## src/rtl/mesi_isc_broad_pkg.sv

```systemverilog
// Shared encodings and the FIFO entry layout for the MESI broadcast unit.
// Entry fields are sized for the largest supported configuration; the top
// zero-extends requests on the way in and truncates on the way out.
package mesi_isc_broad_pkg;

  localparam int ADDR_MAX_W   = 64;
  localparam int TYPE_MAX_W   = 4;
  localparam int CPU_ID_MAX_W = 4;   // CPU_COUNT is at most 16
  localparam int ID_MAX_W     = 16;

  typedef enum logic [2:0] {
    CMD_NOP      = 3'd0,
    CMD_WR_SNOOP = 3'd1,
    CMD_RD_SNOOP = 3'd2,
    CMD_EN_WR    = 3'd3,
    CMD_EN_RD    = 3'd4
  } cbus_cmd_e;

  typedef enum logic [1:0] {
    BROAD_NOP = 2'd0,
    BROAD_WR  = 2'd1,
    BROAD_RD  = 2'd2
  } broad_type_e;

  typedef enum logic [1:0] {
    ST_IDLE  = 2'd0,
    ST_SNOOP = 2'd1,
    ST_GRANT = 2'd2
  } state_e;

  typedef struct packed {
    logic [ADDR_MAX_W-1:0]   addr;
    logic [TYPE_MAX_W-1:0]   btype;
    logic [CPU_ID_MAX_W-1:0] cpu_id;
    logic [ID_MAX_W-1:0]     id;
  } broad_entry_t;

  // Only WR and RD requests go through the snoop/grant handshake.
  function automatic logic is_req(input logic [TYPE_MAX_W-1:0] t);
    return (t == TYPE_MAX_W'(BROAD_WR)) || (t == TYPE_MAX_W'(BROAD_RD));
  endfunction

endpackage

```

## src/rtl/mesi_isc_broad_fifo.sv

```systemverilog
// Request FIFO for the broadcast unit. Head is read straight from storage,
// so a push becomes visible at the head the cycle after it is sampled.
// Pointers carry an extra MSB so full and empty are never ambiguous.
module mesi_isc_broad_fifo #(
  parameter type entry_t = logic [7:0],
  parameter int  DEPTH   = 4
) (
  input  logic                   clk,
  input  logic                   rst_n,
  input  logic                   wr,
  input  entry_t                 wdata,
  input  logic                   rd,
  output entry_t                 rdata,
  output logic                   full,
  output logic                   empty,
  output logic [$clog2(DEPTH):0] level
);

  localparam int AW = $clog2(DEPTH);

  entry_t        mem [DEPTH];
  logic [AW:0]   wr_ptr, rd_ptr;
  logic          push, pop;

  // A full FIFO still takes a push if the head leaves in the same cycle.
  assign pop   = rd & ~empty;
  assign push  = wr & (~full | pop);
  assign level = wr_ptr - rd_ptr;
  assign full  = (level == (AW+1)'(DEPTH));
  assign empty = (level == '0);
  assign rdata = mem[rd_ptr[AW-1:0]];

  // Pointer update with synchronous reset.
  always_ff @(posedge clk) begin
    if (!rst_n) begin
      wr_ptr <= '0;
      rd_ptr <= '0;
    end else begin
      if (push) wr_ptr <= wr_ptr + 1'b1;
      if (pop)  rd_ptr <= rd_ptr + 1'b1;
    end
  end

  // Storage write; contents need no reset since empty masks them.
  always_ff @(posedge clk) begin
    if (push) mem[wr_ptr[AW-1:0]] <= wdata;
  end

endmodule

```

## src/rtl/mesi_isc_broad_mc.sv

```systemverilog
// MESI intersection controller broadcast unit: queues broadcast requests and
// serialises each one as snoop-all-others, collect acks, grant initiator.
// Optional ack watchdog: define MESI_ISC_BROAD_TIMEOUT_EN.
module mesi_isc_broad_mc
  import mesi_isc_broad_pkg::*;
#(
  parameter int CPU_COUNT        = 4,
  parameter int CPU_ID_WIDTH     = $clog2(CPU_COUNT),
  parameter int CBUS_CMD_WIDTH   = 3,
  parameter int ADDR_WIDTH       = 32,
  parameter int BROAD_TYPE_WIDTH = 2,
  parameter int BROAD_ID_WIDTH   = 5,
  parameter int FIFO_DEPTH       = 4,
  parameter int TIMEOUT_CYCLES   = 255
) (
  input  logic                                clk,
  input  logic                                rst_n,
  input  logic                                broad_fifo_wr_i,
  input  logic [ADDR_WIDTH-1:0]               broad_addr_i,
  input  logic [BROAD_TYPE_WIDTH-1:0]         broad_type_i,
  input  logic [CPU_ID_WIDTH-1:0]             broad_cpu_id_i,
  input  logic [BROAD_ID_WIDTH-1:0]           broad_id_i,
  input  logic [CPU_COUNT-1:0]                cbus_ack_array_i,
  output logic [ADDR_WIDTH-1:0]               cbus_addr_o,
  output logic [CPU_COUNT*CBUS_CMD_WIDTH-1:0] cbus_cmd_array_o,
  output logic [BROAD_ID_WIDTH-1:0]           broad_id_o,
  output logic                                fifo_status_full_o,
  output logic [$clog2(FIFO_DEPTH):0]         fifo_level_o,
  output logic                                busy_o,
  output logic                                overflow_o,
  output logic                                timeout_o
);

  broad_entry_t wr_entry, head;
  logic         fifo_empty, fifo_full, pop;
  state_e       state_q, state_d;
  logic [CPU_COUNT-1:0] pending_q, pending_d;
  logic [CPU_COUNT-1:0] init_mask;
  logic         init_valid, init_ack, head_is_wr, overflow_q, timeout;
  logic [CPU_COUNT-1:0][CBUS_CMD_WIDTH-1:0] cmd;

  // Widen the incoming request into the common entry layout.
  always_comb begin
    wr_entry        = '0;
    wr_entry.addr   = ADDR_MAX_W'(broad_addr_i);
    wr_entry.btype  = TYPE_MAX_W'(broad_type_i);
    wr_entry.cpu_id = CPU_ID_MAX_W'(broad_cpu_id_i);
    wr_entry.id     = ID_MAX_W'(broad_id_i);
  end

  mesi_isc_broad_fifo #(
    .entry_t (broad_entry_t),
    .DEPTH   (FIFO_DEPTH)
  ) u_fifo (
    .clk   (clk),
    .rst_n (rst_n),
    .wr    (broad_fifo_wr_i),
    .wdata (wr_entry),
    .rd    (pop),
    .rdata (head),
    .full  (fifo_full),
    .empty (fifo_empty),
    .level (fifo_level_o)
  );

  // Initiator decode; an out-of-range ID yields an empty mask and no grant.
  always_comb begin
    init_valid = (32'(head.cpu_id) < CPU_COUNT);
    init_mask  = '0;
    for (int i = 0; i < CPU_COUNT; i++)
      init_mask[i] = init_valid && (32'(head.cpu_id) == i);
    init_ack   = |(cbus_ack_array_i & init_mask);
    head_is_wr = (head.btype == TYPE_MAX_W'(BROAD_WR));
  end

  // Next-state, pending mask and pop decision.
  always_comb begin
    state_d   = state_q;
    pending_d = pending_q;
    pop       = 1'b0;
    case (state_q)
      ST_IDLE: begin
        if (!fifo_empty) begin
          if (is_req(head.btype)) begin
            pending_d = ~init_mask;
            state_d   = ST_SNOOP;
          end else begin
            pop = 1'b1;
          end
        end
      end
      ST_SNOOP: begin
        pending_d = pending_q & ~cbus_ack_array_i;
        if (pending_d == '0) begin
          if (init_valid) begin
            state_d = ST_GRANT;
          end else begin
            pop     = 1'b1;
            state_d = ST_IDLE;
          end
        end
      end
      ST_GRANT: begin
        if (init_ack) begin
          pop       = 1'b1;
          pending_d = '0;
          state_d   = ST_IDLE;
        end
      end
      default: begin
        pending_d = '0;
        state_d   = ST_IDLE;
      end
    endcase
    if (timeout) begin
      pop       = 1'b1;
      pending_d = '0;
      state_d   = ST_IDLE;
    end
  end

  // FSM, pending mask and sticky overflow registers.
  always_ff @(posedge clk) begin
    if (!rst_n) begin
      state_q    <= ST_IDLE;
      pending_q  <= '0;
      overflow_q <= 1'b0;
    end else begin
      state_q    <= state_d;
      pending_q  <= pending_d;
      if (broad_fifo_wr_i && fifo_full && !pop) overflow_q <= 1'b1;
    end
  end

`ifdef MESI_ISC_BROAD_TIMEOUT_EN
  localparam int CNT_W = $clog2(TIMEOUT_CYCLES + 1);
  logic [CNT_W-1:0] wd_cnt_q;
  logic             progress;

  // Any ack that moves the handshake forward counts as progress.
  always_comb begin
    progress = ((state_q == ST_SNOOP) && |(cbus_ack_array_i & pending_q)) ||
               ((state_q == ST_GRANT) && init_ack);
    timeout  = (state_q != ST_IDLE) && !progress &&
               (wd_cnt_q == CNT_W'(TIMEOUT_CYCLES - 1));
  end

  // Watchdog counter: cleared on state change, progress or while idle.
  always_ff @(posedge clk) begin
    if (!rst_n)
      wd_cnt_q <= '0;
    else if ((state_d != state_q) || progress || (state_q == ST_IDLE))
      wd_cnt_q <= '0;
    else
      wd_cnt_q <= wd_cnt_q + 1'b1;
  end
`else
  assign timeout = 1'b0;
`endif

  // Per-CPU command decode from state, pending mask and head entry.
  always_comb begin
    cmd = '0;
    case (state_q)
      ST_SNOOP: begin
        for (int i = 0; i < CPU_COUNT; i++)
          if (pending_q[i])
            cmd[i] = head_is_wr ? CBUS_CMD_WIDTH'(CMD_WR_SNOOP)
                                : CBUS_CMD_WIDTH'(CMD_RD_SNOOP);
      end
      ST_GRANT: begin
        for (int i = 0; i < CPU_COUNT; i++)
          if (init_mask[i])
            cmd[i] = head_is_wr ? CBUS_CMD_WIDTH'(CMD_EN_WR)
                                : CBUS_CMD_WIDTH'(CMD_EN_RD);
      end
      default: cmd = '0;
    endcase
  end

  assign cbus_cmd_array_o   = cmd;
  assign cbus_addr_o        = fifo_empty ? '0 : head.addr[ADDR_WIDTH-1:0];
  assign broad_id_o         = fifo_empty ? '0 : head.id[BROAD_ID_WIDTH-1:0];
  assign fifo_status_full_o = fifo_full;
  assign busy_o             = (state_q != ST_IDLE);
  assign overflow_o         = overflow_q;
  assign timeout_o          = timeout;

endmodule

```

## config.mk

```make
export PLATFORM = sky130hd
export DESIGN_NAME = mesi_isc_broad_mc
export DESIGN_NICKNAME = d
export VERILOG_FILES = /design/src/rtl/mesi_isc_broad_pkg.sv /design/src/rtl/mesi_isc_broad_fifo.sv /design/src/rtl/mesi_isc_broad_mc.sv
export SDC_FILE = /design/constraint.sdc
export NUM_CORES = 1
export LEC_CHECK = 0
export BUFFER_PORTS_ARGS = -buffer_cell sky130_fd_sc_hd__buf_2
export CORE_MARGIN = 2
export CORE_UTILIZATION = 50
export DETAILED_ROUTE_END_ITERATION = 8
export PLACE_DENSITY = 0.8
export SKIP_CTS_REPAIR_TIMING = 1
export SYNTH_ARGS = -nofsm -noshare
export SYNTH_HDL_FRONTEND = slang
export SYNTH_SLANG_ARGS = --single-unit
```

## constraint.sdc

```tcl
create_clock -name clk -period 5 [get_ports clk]
set_input_delay 0.25 -clock clk [delete_from_list [all_inputs] [get_ports clk]]
set_output_delay 0.25 -clock clk [all_outputs]
set_load 0.01 [all_outputs]
```

==> reports/qor.txt, run 1 <==
Result of the run - completed
Pwr per Cell Area - 540 nW/um^2
Post-route antenna net violation count - 0
Worst Path Buf+Inv - 2
Initial drt markers - 329
Max-Cap Viols - 0
Top cell type by total area after synthesis - edfxtp_1
Cell Chain, Critical Path - inv_1 -> ha_1 -> fa_1 -> xor3_1 -> nor2_4 -> nor2b_1 -> buf_2
Clk Latency, worst-skew pair - 0.43 ns
Share of layout cells above drive strength 1 - 37.1%
Syn nets - 458
Crit path max-delay cell type - nor2_4
Crit path time final - 3.35 ns
# setup viols final - 0
Count of final hold-check violations - 0
Multi-input logic area - 1970 sq um
Total power - 0.00464 W
Ranking of synthesized cells by area - edfxtp_1 67%, mux4_2 13%, dfxtp_1 4.1%
Fmax - 0.298 GHz
Worst-path fanout max - 40
Row count - 44
Diodes inserted - 0
Leak - 3.05 nW
Post-synthesis instance area - 7320 sq um
Vias in the first global route - 4025
DRC viols - 0
Max Slew Vio Count - 0
CTS Buffer Depth - 2
CTS tree - yes
Slowest stage delay, CP - 0.87 ns
Worst slew margin - 24.4%
Critical Path RT - 4.75 ns
CTS H-tree depth - 4
Die height - 125 um
Drt wl/cell - 20.3 um
Die area - 15600 sq um
Worst Skew - 0.00480 ns
Clock buffer count from CTS - 17
Die W - 125 um
CP Capture Type - output pin
Synth warn - 0
RSZ-0062 raised after global routing - false
GP Congestion - 0.854
CP delay by family, top - simple AND/OR/NAND/NOR gates
Largest net degree at the start of global routing - 42
Clock-pin slew on the worst setup and hold paths - 0.07 ns
Initial core utilization - 50.7%
Sequential element share of the synthesized area - 71.4%
Worst Path Arrival - 3.10 ns
Area grow syn2layout - 17.3%
Register area - 5230 sq um
VDD IR-drop max - 0.000392 V
Syn Inst Count - 399
Period utilization - 67.1%
Actual slew at the worst max-slew pin - 1.13 ns
Clock root cell - clkbuf_16
Input/output buffers - 102
Nets - 561
Drt first pass iters - 4
Initial antenna violation count - 1
Distinct cells, synth - 40
Yosys top cell area share - 67.3%
Detailed Route WL - 14200 um
Synth Area per Inst - 18.3 sq um
Gr usage total - 19.0%
Critical path class - register to output pin
Yosys reg bits - 179
HPWL Detailed - 8720 um
Tightest Hold Check Type - primary input to register
Final TNS setup - 0 ns
Hold WS - 0.0325 ns
Vias - 3897
Core area - 14400 sq um
Grt total ovfl - 0
Clock sink total - 179
Vias/cell - 5.58
Filler cell count - 1073
Startpoint Class - register
Top Ports - 104
First-pass GRT wire length - 22300 um
==> worst reg2reg max path, cell delays in order, from the launching register on <==
cell and delay [ns]:
dfxtp_4 0.47, mux4_2 0.63, nand2b_1 0.20, o221a_2 0.37, a21boi_4 0.24, and2_2 0.92
==> routing by layer <==
metal,up-vias,GRT usage (%),wire (um)
met5,-,0,13
met4,2,6.14,160
met3,18,5.43,928
met2,152,31.2,7190
met1,1962,24.8,5920
li1,1763,-,-
==> report_power, final <==
group          internal, W  switching [W]  leakage, nW
registers          0.00183      0.0000724         1.63
clock network     0.000699       0.000568        0.279
logic             0.000605       0.000861         1.14
total              0.00314        0.00150         3.05
==> per-stage QoR <==
step	cells	worst slack, ns	cell area [sq um]	utilization, %
floorplan	399	1.28	7320	-
global placement	667	1.78	8010	55.5
detailed placement	667	1.72	8010	55.5
CTS	699	1.59	8580	59.5
global route	699	1.45	8580	59.5
finish	699	1.65	8580	59.5
==> path summary, 6_finish.rpt <==
kind	end	slack (ns)	startpoint	cells after the start
worst max-delay path	cbus_addr_o[12]	1.65	u_fifo.wr_ptr[0]	7
worst min-delay path	u_fifo.mem[1][17]	0.03	broad_addr_i[8]	1
worst max register to register	u_fifo.mem[1][32]	1.74	register	5
worst min register to register	pending_q[2]	0.49	pending_q[2]	2
==> cell usage after synthesis <==
library cell	number
buf_1	5
o221a_2	2
mux4_2	41
ha_1	10
nor2_2	1
nor3_1	1
nor3b_2	1
dfxtp_1	15
a21oi_2	1
fa_1	1
a221oi_1	4
a21boi_4	1
nor2_1	3
mux2_4	1
a22oi_1	2
nand2_1	29
nand2b_1	4
o21ai_0	3
clkbuf_1	10
buf_2	4
buf_6	1
a31oi_1	2
mux2i_1	10
nor3b_1	1
a21oi_1	4
edfxtp_1	164
o21a_1	1
nor2b_1	43
inv_1	12
nand3b_1	1
a211oi_1	1
and3b_1	1
xor3_1	1
a221oi_2	1
buf_4	1
nand3_1	3
o32ai_1	4
conb_1	1
and2_1	7
a21o_1	1
==> layout by cell type (no fill, tap or decap), types with 10 or more instances in the layout <==
master / netlist / final
buf_2: 4 / 102
nor2b_1: 43 / 43
nand2_1: 29 / 29
mux2i_1: 10 / 10
mux4_2: 41 / 41
inv_1: 12 / 12
ha_1: 10 / 10
edfxtp_1: 164 / 164
clkbuf_16: 0 / 17
dfxtp_1: 15 / 13
==> registers in the layout, summed over array words and instances (netlist names), named ones only <==
name,flops
u_fifo.mem,164
overflow_o,1
state_q,2
pending_q,4
u_fifo.rd_ptr,3
u_fifo.wr_ptr,3
==> cells by family (layout without fill, tap and decap cells) <==
logic type / count (synthesis) / after routing / share of synthesized area, %
DFF: 179 / 179 / 71.4
and+or+nand+nor: 95 / 95 / 7.11
muxes: 52 / 52 / 14.2
buffers and inverters: 33 / 149 / 1.92
AOI/OAI and AO/OA: 27 / 27 / 3.01
adders and majority gates: 11 / 11 / 1.98
other: 1 / 1 / 0.0513
xor gates and xnor gates: 1 / 1 / 0.325
==> area by class of cell <==
type | count | area share, %
clock inverters | 15 | 1.75
multi-input cells | 187 | 23.0
clock buffers | 17 | 4.96
repair buffers | 105 | 6.21
flip-flops and latches | 179 | 60.9
well taps | 184 | 2.68
inverters | 12 | 0.525
No activity file was read; power rests on OpenSTA's default activity.
==> run 2: changes to the inputs <==
Clock period 5 ns to 3.31 ns, I/O delays scaled along.
==> reports/qor.txt, run 2 (synthesized netlist as in run 1, its figures left out) <==
Result of the run - completed
Final worst slack - 0.401 ns
Critical path class - register to output pin
Clk Latency, worst-skew pair - 0.43 ns
Worst Path Arrival - 2.74 ns
Area grow syn2layout - 23.6%
P_int - 0.00487 W
Worst-path fanout max - 18
Tightest Hold Check Type - primary input to register
Cell Chain, Critical Path - inv_1 -> ha_1 -> fa_1 -> xor3_1 -> nor2_4 -> buf_4 -> nor2b_1 -> buf_2
Max Slew Vio Count - 0
Worst hold stages - 1
Flop pwr share - 40.1%
Net Sw Frac - 31.6%
Core area - 14400 sq um
Leak - 3.24 nW
Leading cell type in the layout, fill and taps excluded - edfxtp_1
Vias/cell - 5.37
Share of layout cells above drive strength 1 - 34.8%
Startpoint Class - register
Die height - 125 um
CTS H-tree depth - 4
Combinational group share of total power - 32.1%
Period utilization - 87.9%
# setup viols final - 0
Initial antenna violation count - 0
Clock-pin slew on the worst setup and hold paths - 0.07 ns
Top Ports - 104
Post-Place Worst Slack - 0.0502 ns
Post-route antenna net violation count - 0
Detailed Route WL - 14300 um
Worst slew margin - 57.5%
Initial core utilization - 50.7%
RSZ-0062 raised after global routing - false
Drt first pass iters - 7
Max-Cap Viols - 0
Critical Path RT - 3.14 ns
Worst Skew - 0.0127 ns
CTS tree - yes
Vias - 4000
Count of final hold-check violations - 0
Gr usage total - 19.0%
Clk pwr share - 27.8%
Row count - 44
Fin area - 9040 sq um
First-pass GRT wire length - 22600 um
Fmax - 0.344 GHz
HPWL Detailed - 9000 um
Grt total ovfl - 0
Crit path max-delay cell type - fa_1
Actual slew at the worst max-slew pin - 0.637 ns
Die area - 15600 sq um
Pwr per Cell Area - 788 nW/um^2
Nets - 607
GP Congestion - 0.839
Worst Path Buf+Inv - 3
CTS Buffer Depth - 2
DRC viols - 0
Largest net degree at the start of global routing - 42
Clock root cell - clkbuf_16
Diodes inserted - 0
Reg2Reg Depth - 7
Vias in the first global route - 4217
Drt wl/cell - 19.3 um
Switch Pwr - 0.00225 W
Critical Path Stages - 8
Most frequent cells in the layout - 164 x edfxtp_1, 102 x buf_2, 43 x nor2b_1
Dpl cell area - 8050 sq um
Crit path time final - 2.91 ns
Initial drt markers - 226
Slowest stage delay, CP - 0.44 ns
Final Util - 62.7%
Input/output buffers - 102
Reg2reg setup slack - 0.44 ns
CP Capture Type - output pin
Total power - 0.00712 W
CP delay by family, top - adder cells
VDD IR-drop max - 0.000714 V
Largest register FFs - 164
Clock sink total - 179
Final TNS setup - 0 ns
Die W - 125 um
Clock buffer count from CTS - 17
==> run 2: power groups by stage <==
stage               logic, W  clock network (W)  registers [W]
floorplan            0.00149                  0        0.00286
global placement     0.00223                  0        0.00289
detailed placement   0.00227                  0        0.00291
CTS                  0.00228            0.00201        0.00286
global route         0.00250            0.00210        0.00288
finish               0.00229            0.00198        0.00286
==> run 2: final timing paths <==
kind / to / from
worst max-delay path: cbus_addr_o[31] / u_fifo.wr_ptr[0]
worst max register to register: u_fifo.mem[2][11] / u_fifo.wr_ptr[0]
worst min-delay path: u_fifo.mem[1][6] / broad_cpu_id_i[1]
worst min register to register: u_fifo.rd_ptr[2] / u_fifo.rd_ptr[2]
==> run 2: metrics by stage <==
stage	std cells	hold slack, ns
2_1_floorplan	399	0.264
3_3_place_gp	673	0.376
3_5_place_dp	673	0.386
4_1_cts	705	-0.0698
5_1_grt	745	0.00801
6_report	745	0.00511
==> run 2: final cells by class <==
cell class | count | area [sq um]
tap | 184 | 230
timing repair buffer | 151 | 978
clock buffer | 19 | 433
fill | 1035 | 5380
inverter | 12 | 45.0
clock inverter | 13 | 150
multi-input combinational | 187 | 1970
sequential | 179 | 5230
==> run 2: per-layer routing <==
| layer | vias up | share of wire [%] | track usage (%) | wire [um] |
|---|---|---|---|---|
| met5 | - | 0 | 0 | 0 |
| met4 | 0 | 1.1 | 6.21 | 154 |
| met3 | 12 | 5.4 | 5.95 | 770 |
| met2 | 110 | 52 | 31.1 | 7420 |
| met1 | 2018 | 42 | 24.4 | 6000 |
| li1 | 1860 | - | - | - |
==> run 3: changes to the inputs <==
Settings changed: ABC_AREA from default to 1.
==> reports/qor.txt, run 3 <==
Result of the run - completed
Share of layout cells above drive strength 1 - 21.1%
Most frequent cells in the layout - 164 x edfxtp_1, 102 x buf_2, 94 x nor2_1
Startpoint Class - register
Area grow syn2layout - 23.2%
Syn nets - 716
Worst Skew - 0.0106 ns
Period utilization - 93.3%
Die height - 127 um
CTS H-tree depth - 4
Post-synthesis instance area - 7520 sq um
CP delay by family, top - buffers and inverters
Nets - 860
Core area - 14600 sq um
Combinational group share of total power - 27.8%
Switch Pwr - 0.00217 W
Total power - 0.00654 W
Vias/cell - 5.39
Initial core utilization - 51.5%
Clock sink total - 179
Diodes inserted - 0
Post-route antenna net violation count - 0
Critical path class - register to output pin
Die area - 16000 sq um
Input/output buffers - 102
Synth Area per Inst - 11.4 sq um
Tightest Hold Check Type - primary input to register
Max-Cap Viols - 0
Distinct cells, synth - 31
Clk Latency, worst-skew pair - 0.43 ns
Drt first pass iters - 8
Crit path time final - 3.09 ns
Top Ports - 104
Syn Inst Count - 657
Worst Path Buf+Inv - 4
Sequential element share of the synthesized area - 69.5%
Ranking of synthesized cells by area - edfxtp_1 66%, o21ai_0 5.0%, nor2_1 4.9%
CP most frequent cell - inv_1
HPWL Detailed - 9950 um
Leak - 3.80 nW
CP Capture Type - output pin
Pwr per Cell Area - 706 nW/um^2
Gr usage total - 20.3%
Vias - 5384
GP Congestion - 0.896
Initial antenna violation count - 0
P_int - 0.00437 W
# setup viols final - 0
Slowest stage delay, CP - 0.44 ns
Cell with the most instances after synthesis - edfxtp_1
Crit path max-delay cell type - fa_1
Largest net degree at the start of global routing - 69
Actual slew at the worst max-slew pin - 0.680 ns
Fin area - 9260 sq um
Clock-pin slew on the worst setup and hold paths - 0.06 ns
Post-synth ARST share - 0%
Worst-path fanout max - 41
Die W - 127 um
Largest register FFs - 164
Critical Path RT - 3.14 ns
Synth warn - 0
Ys flop type - edfxtp_1
Cell Chain, Critical Path - inv_1 -> ha_1 -> fa_1 -> xor2_1 -> xnor2_2 -> nand3_2 -> buf_4 -> nand2_1 -> inv_1 -> buf_2
Dpl cell area - 8270 sq um
Clock root cell - clkbuf_16
First-pass GRT wire length - 25300 um
Net Sw Frac - 33.2%
Filler cell count - 1095
Number of synthesized flops with an enable pin - 164
Flop pwr share - 42.6%
Max Slew Vio Count - 0
Grt total ovfl - 0
CTS tree - yes
Commonest cells post-synth - 164 x edfxtp_1, 98 x nor2_1, 80 x nand2_1, 75 x o21ai_0, 64 x inv_1
Leading cell type in the layout, fill and taps excluded - edfxtp_1
Row count - 44
Worst Path Arrival - 2.92 ns
DRC viols - 0
Yosys top cell area share - 65.5%
VDD IR-drop max - 0.000513 V
Vias in the first global route - 4962
Top cell type by total area after synthesis - edfxtp_1
RSZ-0062 raised after global routing - false
Initial drt markers - 497
Worst slew margin - 54.7%
Detailed Route WL - 16700 um
Fmax - 0.324 GHz
Drt wl/cell - 16.7 um
Clk pwr share - 29.6%
Yosys reg bits - 179
Clock buffer count from CTS - 17
CTS Buffer Depth - 2
Count of final hold-check violations - 0
==> run 3: logic make-up after synthesis <==
group / synth area share, %
XOR/XNOR: 0.566
other: 0.0499
flip-flops: 69.5
AO/OA/AOI/OAI: 10.4
buffers and inverters: 5.24
AND/OR/NAND/NOR: 12.3
adder cells (fa/ha/maj): 1.93
==> run 3: path summary, 6_finish.rpt <==
kind,startpoint,end,slack [ns],depth (start not counted)
hold / removal,rst_n,u_fifo.wr_ptr[1],0.09,3
hold reg to reg,overflow_o,overflow_o,0.46,2
setup / recovery,u_fifo.wr_ptr[0],cbus_addr_o[16],0.22,10
setup reg to reg,u_fifo.wr_ptr[0],u_fifo.mem[2][6],0.35,11
==> run 3: tightest hold or removal path: stages <==
cell and delay [ns]:
buf_2 0.17, nand2_1 0.08, nor2_1 0.04
==> run 3: final cells by class <==
class,instances,area [sq um],area share [%]
clock buffer,17,425,4.60
clock inverter,15,155,1.68
inverter,68,255,2.76
multi-input combinational,378,1930,20.8
sequential,179,5230,56.5
tap,184,230,2.49
timing repair buffer,157,1040,11.2
==> run 3: power groups by stage <==
stage | sequential [W] | clock (W) | combinational, W
after floorplan | 0.00281 | 0 | 0.00115
after global placement | 0.00282 | 0 | 0.00173
after detailed placement | 0.00283 | 0 | 0.00176
after CTS | 0.00279 | 0.00195 | 0.00177
after global routing | 0.00280 | 0.00204 | 0.00203
final | 0.00279 | 0.00194 | 0.00182
==> run 3: stage by stage <==
step,cells,worst slack (ns),hold WS (ns),utilization [%],setup TNS [ns]
final,998,0.222,0.0873,63.5,0
after global routing,998,0.00122,0.0826,63.5,0
after CTS,957,0.205,-0.0602,60.6,0
after detailed placement,925,0.375,0.386,56.7,0
after global placement,925,0.499,0.385,56.7,0
after floorplan,657,-0.181,0.264,-,-29.74
==> run 3: layer usage <==
metal	GRT usage (%)	vias to the layer above	routed length [um]
li1	-	2572	-
met1	27.5	2559	7230
met2	32.5	236	8080
met3	5.57	17	1200
met4	6.08	0	161
met5	0	-	0
